===== config.mk =====
export PLATFORM = sky130hd
export DESIGN_NAME = line_gen
export DESIGN_NICKNAME = d
export VERILOG_FILES = /design/src/rtl/line_gen.sv
export SDC_FILE = /design/constraint.sdc
export NUM_CORES = 1
export LEC_CHECK = 0
export ABC_AREA = 1
export ABC_CLOCK_PERIOD_IN_PS = 10300
export CAP_MARGIN = 20
export CORE_MARGIN = 4
export CORE_UTILIZATION = 50
export DETAILED_ROUTE_END_ITERATION = 16
export PLACE_DENSITY = 0.72
export SLEW_MARGIN = 0
export SYNTH_ARGS = -nofsm -noshare
export SYNTH_HDL_FRONTEND = slang
export SYNTH_SLANG_ARGS = --single-unit

===== constraint.sdc =====
create_clock -name clk -period 10.3 [get_ports clk]
set_clock_uncertainty 0.2 [all_clocks]
set_input_delay 1.545 -clock clk [delete_from_list [all_inputs] [get_ports clk]]
set_output_delay 1.545 -clock clk [all_outputs]
set_load 0.05 [all_outputs]

===== src/rtl/line_gen.sv =====
// Bresenham line rasterizer: one command in, one pixel per handshake out.
// Optional on-screen clipping is enabled by defining LINE_GEN_CLIP_EN.
module line_gen #(
    parameter int COORD_WIDTH = 10,
    parameter int COLOR_WIDTH = 12,
    parameter int SCREEN_W    = 640,
    parameter int SCREEN_H    = 480
) (
    input  logic                   clk,
    input  logic                   rst_,
    input  logic [COORD_WIDTH-1:0] in_x0,
    input  logic [COORD_WIDTH-1:0] in_y0,
    input  logic [COORD_WIDTH-1:0] in_x1,
    input  logic [COORD_WIDTH-1:0] in_y1,
    input  logic [COLOR_WIDTH-1:0] in_color,
    input  logic                   in_rts,
    output logic                   in_rtr,
    output logic [COORD_WIDTH-1:0] out_x,
    output logic [COORD_WIDTH-1:0] out_y,
    output logic [COLOR_WIDTH-1:0] out_color,
    output logic                   out_last,
    output logic                   out_rts,
    input  logic                   out_rtr,
    output logic                   done
);

    localparam int EW = COORD_WIDTH + 3;

`ifdef LINE_GEN_CLIP_EN
    localparam bit CLIP_EN = 1'b1;
`else
    localparam bit CLIP_EN = 1'b0;
`endif

    localparam logic [COORD_WIDTH:0] SW = SCREEN_W[COORD_WIDTH:0];
    localparam logic [COORD_WIDTH:0] SH = SCREEN_H[COORD_WIDTH:0];

    typedef enum logic [1:0] {
        IDLE  = 2'd0,
        SETUP = 2'd1,
        DRAW  = 2'd2
    } state_t;

    state_t state, state_nxt;

    logic [COORD_WIDTH-1:0] cur_x, cur_y, x1, y1;
    logic [COLOR_WIDTH-1:0] color;
    logic signed [EW-1:0]   dx, dy, err;
    logic                   sx_neg, sy_neg;

    logic [COORD_WIDTH-1:0] adx, ady;
    logic signed [EW-1:0]   dx_init, dy_init, e2, err_nxt;
    logic                   step_x, step_y;
    logic                   in_xfc, off, at_end, step;

    // Handshake, clipping and end-of-line decode from the current state.
    always_comb begin
        in_xfc   = in_rts & in_rtr;
        off      = CLIP_EN &&
                   (({1'b0, cur_x} >= SW) || ({1'b0, cur_y} >= SH));
        at_end   = (cur_x == x1) && (cur_y == y1);
        in_rtr   = (state == IDLE);
        out_rts  = (state == DRAW) && !off;
        out_last = (state == DRAW) && at_end && !off;
        step     = (state == DRAW) && (off || out_rtr);
        done     = step && at_end;
        out_x     = cur_x;
        out_y     = cur_y;
        out_color = color;
    end

    // Bresenham setup deltas and per-pixel error update.
    always_comb begin
        adx     = (x1 >= cur_x) ? (x1 - cur_x) : (cur_x - x1);
        ady     = (y1 >= cur_y) ? (y1 - cur_y) : (cur_y - y1);
        dx_init = signed'({3'b000, adx});
        dy_init = -signed'({3'b000, ady});
        e2      = err <<< 1;
        step_x  = (e2 >= dy);
        step_y  = (e2 <= dx);
        err_nxt = err;
        if (step_x) err_nxt = err_nxt + dy;
        if (step_y) err_nxt = err_nxt + dx;
    end

    // Next-state: accept command, one setup cycle, draw until the endpoint.
    always_comb begin
        state_nxt = state;
        unique case (state)
            IDLE:    if (in_xfc) state_nxt = SETUP;
            SETUP:   state_nxt = DRAW;
            DRAW:    if (step && at_end) state_nxt = IDLE;
            default: state_nxt = IDLE;
        endcase
    end

    // State register.
    always_ff @(posedge clk or negedge rst_) begin
        if (!rst_) state <= IDLE;
        else       state <= state_nxt;
    end

    // Datapath: latch command, initialise the stepper, then walk the line.
    always_ff @(posedge clk or negedge rst_) begin
        if (!rst_) begin
            cur_x  <= '0;
            cur_y  <= '0;
            x1     <= '0;
            y1     <= '0;
            color  <= '0;
            dx     <= '0;
            dy     <= '0;
            err    <= '0;
            sx_neg <= 1'b0;
            sy_neg <= 1'b0;
        end else begin
            unique case (state)
                IDLE: begin
                    if (in_xfc) begin
                        cur_x <= in_x0;
                        cur_y <= in_y0;
                        x1    <= in_x1;
                        y1    <= in_y1;
                        color <= in_color;
                    end
                end
                SETUP: begin
                    dx     <= dx_init;
                    dy     <= dy_init;
                    err    <= dx_init + dy_init;
                    sx_neg <= (x1 < cur_x);
                    sy_neg <= (y1 < cur_y);
                end
                DRAW: begin
                    if (step && !at_end) begin
                        err <= err_nxt;
                        if (step_x)
                            cur_x <= sx_neg ? cur_x - 1'b1 : cur_x + 1'b1;
                        if (step_y)
                            cur_y <= sy_neg ? cur_y - 1'b1 : cur_y + 1'b1;
                    end
                end
                default: ;
            endcase
        end
    end

endmodule


After elaboration in Yosys (flattened, before gate mapping)
Index checks and enable logic that the tools add are counted.
- register bits: 92
- input port bits: 56
- output and inout port bits: 36
- word-level logic and storage cells: 72
- add/subtract/negate cells: 12
- magnitude comparators: 6
- equal/unequal tests: 9
- muxes and demuxes: 19
- bitwise gates (word level): 1
- reduce and logical (&&, ||, !) cells: 14
- operator list (cell ; count):
    10-bit 2-to-1 mux ; 10
    10-bit one-hot mux with 2 select lines ; 2
    10-bit subtractor ; 4
    13-bit 2-to-1 mux ; 3
    13-bit one-hot mux with 2 select lines ; 1
    10-bit by 1-bit adder with 10-bit output (second input constant) ; 2
    10-bit == test ; 2
    10-bit greater-or-equal comparator ; 2
    10-bit less-than comparator ; 2
    10-bit by 1-bit subtractor with 10-bit output (second input constant) ; 2
    11-bit by 13-bit adder with 13-bit output ; 1
    13-bit by 11-bit adder with 13-bit output ; 1
    13-bit adder ; 1
    13-bit greater-or-equal comparator ; 1
    13-bit by 11-bit less-or-equal comparator with 1-bit output ; 1
    10-bit negator with 13-bit output ; 1
    2-bit by 1-bit inequality test with 1-bit output (second input constant) ; 5
    4-bit AND reduction ; 2
    2-bit one-hot mux with 3 select lines ; 1
    2-bit AND reduction ; 3
    1-bit logical AND ; 5
    2-bit 2-to-1 mux ; 2
    2-bit nonzero test ; 2
    2-bit by 1-bit == test with 1-bit output (second input constant) ; 1
    other kinds (4) ; 4

Depth between registers and ports, before layout
- depth after elaboration: 6
- mapped depth: 31
- depth with buffers taken out: 30

Least setup slack after synthesis
Ideal clock, no wire load.
- path type: register to output
- start point: register cur_y[2], in the netlist out_y[2]
- end point: output done
- arrival time: 2.919 ns
- required time: 8.555 ns
- slack: 5.636 ns
- stages on the path, launching flop included: 10
- buffers on the path: 1
- cell sequence: dfrtp_1 > inv_1 > ha_1 > clkbuf_2 > nand2_1 > nor2_1 > nand3_2 > nor2_1 > inv_1 > nor3_1
- cells in the longest elaborated chain, start to end: 3
- RTL lines (element ; RTL line ; source):
    start: declaration ; 46 ; logic [COORD_WIDTH-1:0] cur_x, cur_y, x1, y1;
    start signal: assignment ; 121 ; cur_y <= in_y0;
    start signal: assignment ; 140 ; cur_y <= sy_neg ? cur_y - 1'b1 : cur_y + 1'b1;
    10-bit == test ; 61 ; at_end = (cur_x == x1) && (cur_y == y1);
    1-bit logical AND ; 61 ;
    1-bit logical AND ; 66 ; done = step && at_end;
    end: declaration ; 24 ; output logic done
No other way between the ends.

Worst setup path in the final report
- start point: register cur_x[6], in the netlist out_x[6]
- end point: output done
- cells in the longest elaborated chain, start to end: 3
- RTL lines (element ; RTL line ; source):
    start: declaration ; 46 ;
    start signal: assignment ; 120 ; cur_x <= in_x0;
    start signal: assignment ; 138 ; cur_x <= sx_neg ? cur_x - 1'b1 : cur_x + 1'b1;
    10-bit == test ; 61 ;
    1-bit logical AND ; 61 ;
    1-bit logical AND ; 66 ;
No other way between the ends.

==> qor.txt <==
Outcome: completed
Critical Path RT: 8560 ps
Die area: 19900 sq um
Top FF cell, synth: dfrtp_1
Setup violations, final: 0
Share of cells above drive strength 1: 0.0419
Final Hold Fails: 0
Initial antenna violation count: 0
Worst-path clk slew: 80 ps
Clk_lat worst skew: 350 ps
Chip width: 141 microns
Worst slew pin tran: 868 ps
Fill count: 1661
Vias in the first global route: 8456
Synth unique cells: 50
Depth of the worst register-to-register path: 22
Initial Util: 0.510
#FFs+latches synth: 91
Sink Count: 91
Reg-to-Reg Start: out_x[0]$_DFFE_PN0P_
Synth async-reset ratio: 1.00
Synth Area per Inst: 6.82 sq um
Die height: 141 microns
CTS H-Tree Depth: 3
Area growth syn-to-layout: 16.1%
First-pass detailed-route iteration total: 6
Cell area after synthesis: 8860 sq um
PostCTS Resize Cnt: 0
Fin crit period: 5040 ps
Final Max Slew Viols: 0
Hold slack final: 288 ps
Initial DRC count: 488
Max-slew headroom: 0.419
Total GRT Usage: 0.250
Post-synth EDFFs: 0
WL/cell: 15.2 microns
Hold path start: out_color[9]$_DFFE_PN0P_
First-pass GRT wire length: 40700 microns
Unrepaired setup endpoints after global routing: false
Largest net degree at the start of global routing: 57
CP startpoint kind: register
Via density: 5.33
RD Place Congestion: 0.947
Core area: 17400 sq um
Post-synthesis sequential area ratio: 0.257
CTS Buf Count: 9
WS Path Type: register to primary output
Final period util: 0.490
Setup crit end kind: primary output
Final ANT Viol Nets: 0
Reg2reg end: err[8]$_DFFE_PN0P_
Ys Warns: 0
R2R Setup Slk: 5790 ps
Hold path cells: 2
GR Overflow Total: 0
Hold buffer count at CTS: 0
CTS tree: done
Setup TNS: 0 ps
IO buf count: 91
Syn_nets: 1470
CTS root buf: clkbuf_16
Maximum root-to-sink buffer count: 2
DRC Markers: 0
Max-Cap Viols: 0
NumNets Final: 1551
Row Count: 48
Worst Path Max Fanout: 6
Worst hold-check path type: register to register
Final wirelength: 24400 microns
Mapped Cells: 1299
Highest Clock Rate: 0.198 GHz
Vias post-DR: 8579
# IOs: 92
Hpwl dp: 19500 microns
Setup repair bufs after CTS: 0
Arrival @ worst endpoint: 3300 ps
Hold Path End: out_color[9]$_DFFE_PN0P_
Diodes inserted: 0
[Yosys cell counts (2+ instances only)]
library cell    n  area share
a211oi_1        5      0.0042
a21boi_0        2      0.0017
a21o_1          3      0.0025
a21oi_1        82       0.046
a31oi_1         8      0.0057
a41oi_1         2      0.0020
buf_2           8      0.0045
clkbuf_1       15      0.0064
clkinv_1        2     0.00085
dfrtp_1        91        0.26
fa_1            9       0.020
ha_1          106        0.15
inv_1         180       0.076
inv_2           4      0.0017
nand2_1       403        0.17
nand2_2         8      0.0057
nand2_4         2      0.0025
nand3_1        56       0.032
nand3_2         3      0.0034
nand3b_1        2      0.0017
nand4_1        18       0.013
nor2_1         76       0.032
nor2_2          4      0.0028
nor2_4          3      0.0038
nor3_1          6      0.0034
o211ai_1       10      0.0085
o21a_1          2      0.0017
o21ai_0        94       0.053
o21ai_1        12      0.0068
o21ai_2         2      0.0020
o21bai_1       10      0.0085
o22ai_1         4      0.0028
or2_2           4      0.0028
xnor2_1        14       0.014
xor2_1         34       0.034
[registers in the layout (all words and copies together) (netlist names)]
signal,cells
dx,10
dy,13
err,12
out_color,12
out_x,10
out_y,10
state,2
sx_neg,1
sy_neg,1
x1,10
y1,10
[how the worst max path moves through the flow]
stage | end | cells after the start | slack, ps | from
floorplan | done | 9 | 5640 | out_y[2]$_DFFE_PN0P_
global placement | done | 4 | 5370 | out_rtr
detailed placement | done | 4 | 5370 | out_rtr
CTS | done | 9 | 5220 | out_x[6]$_DFFE_PN0P_
global route | done | 9 | 5060 | out_x[6]$_DFFE_PN0P_
finish | done | 9 | 5260 | out_x[6]$_DFFE_PN0P_
[stage by stage]
step	utilization	cell area [sq um]	instances	setup WS, ps
6_report	0.592	10300	1610	5260
5_1_grt	0.592	10300	1610	5060
4_1_cts	0.592	10300	1610	5220
3_5_place_dp	0.574	9970	1594	5370
3_3_place_gp	0.574	9970	1594	5370
2_1_floorplan	-	8860	1299	5640
[kinds of logic after synthesis]
| family | count (synthesis) | share of synthesized area |
|---|---|---|
| AND/OR/NAND/NOR | 590 | 0.280 |
| flip-flops | 91 | 0.257 |
| buffers and inverters | 212 | 0.0921 |
| XOR/XNOR | 48 | 0.0475 |
| multiplexers | 1 | 0.00113 |
| adder cells (fa/ha/maj) | 115 | 0.170 |
| AO/OA/AOI/OAI | 242 | 0.152 |
[layout make-up]
type	instances	area [sq um]	area share
repair buffers	95	938	0.0913
multi-input cells	996	5770	0.561
clock inverters	7	90.1	0.00876
inverters	187	703	0.0684
clock buffers	9	225	0.0219
flip-flops and latches	91	2280	0.221
well taps	225	282	0.0274
[worst max-delay path, stage by stage, from the launching register on]
cell,delay [ps]
dfrtp_1,480
inv_1,80
ha_1,390
nand2_1,90
nor2_1,270
nand3_1,180
nor2_1,270
inv_1,100
nor3_1,230
clkdlybuf4s50_1,860
[layer usage]
layer,wire (microns),GRT usage,up-vias
met1,11000,0.325,3916
met5,0,0,-
li1,-,-,4367
met4,543,0.0734,0
met2,11500,0.429,251
met3,1430,0.0410,45
[cell usage in the layout (no fill, tap or decap), types with 2 or more instances in the layout]
cell	count
xor2_1	34
or2_2	4
nand3b_1	2
a21o_1	3
nor3_1	6
xnor2_1	14
ha_1	106
inv_6	2
nor2_1	75
inv_1	180
clkdlybuf4s50_1	90
inv_8	3
o211ai_1	10
nand2_2	8
o21ai_0	94
o22ai_1	4
o21a_1	2
nand4_1	18
a31oi_1	8
nor2_2	5
nand2_1	403
clkbuf_16	9
o21bai_1	10
fa_1	9
o21ai_2	2
clkinv_1	2
o21ai_1	12
buf_4	5
nor2_4	3
a41oi_1	2
nand2_4	2
nand3_2	3
a211oi_1	5
inv_2	4
a21boi_0	2
a21oi_1	82
nand3_1	56
dfrtp_1	91
Power is not shown: default switching activity piles up to over one toggle a cycle in this logic, so the estimate is an artifact.
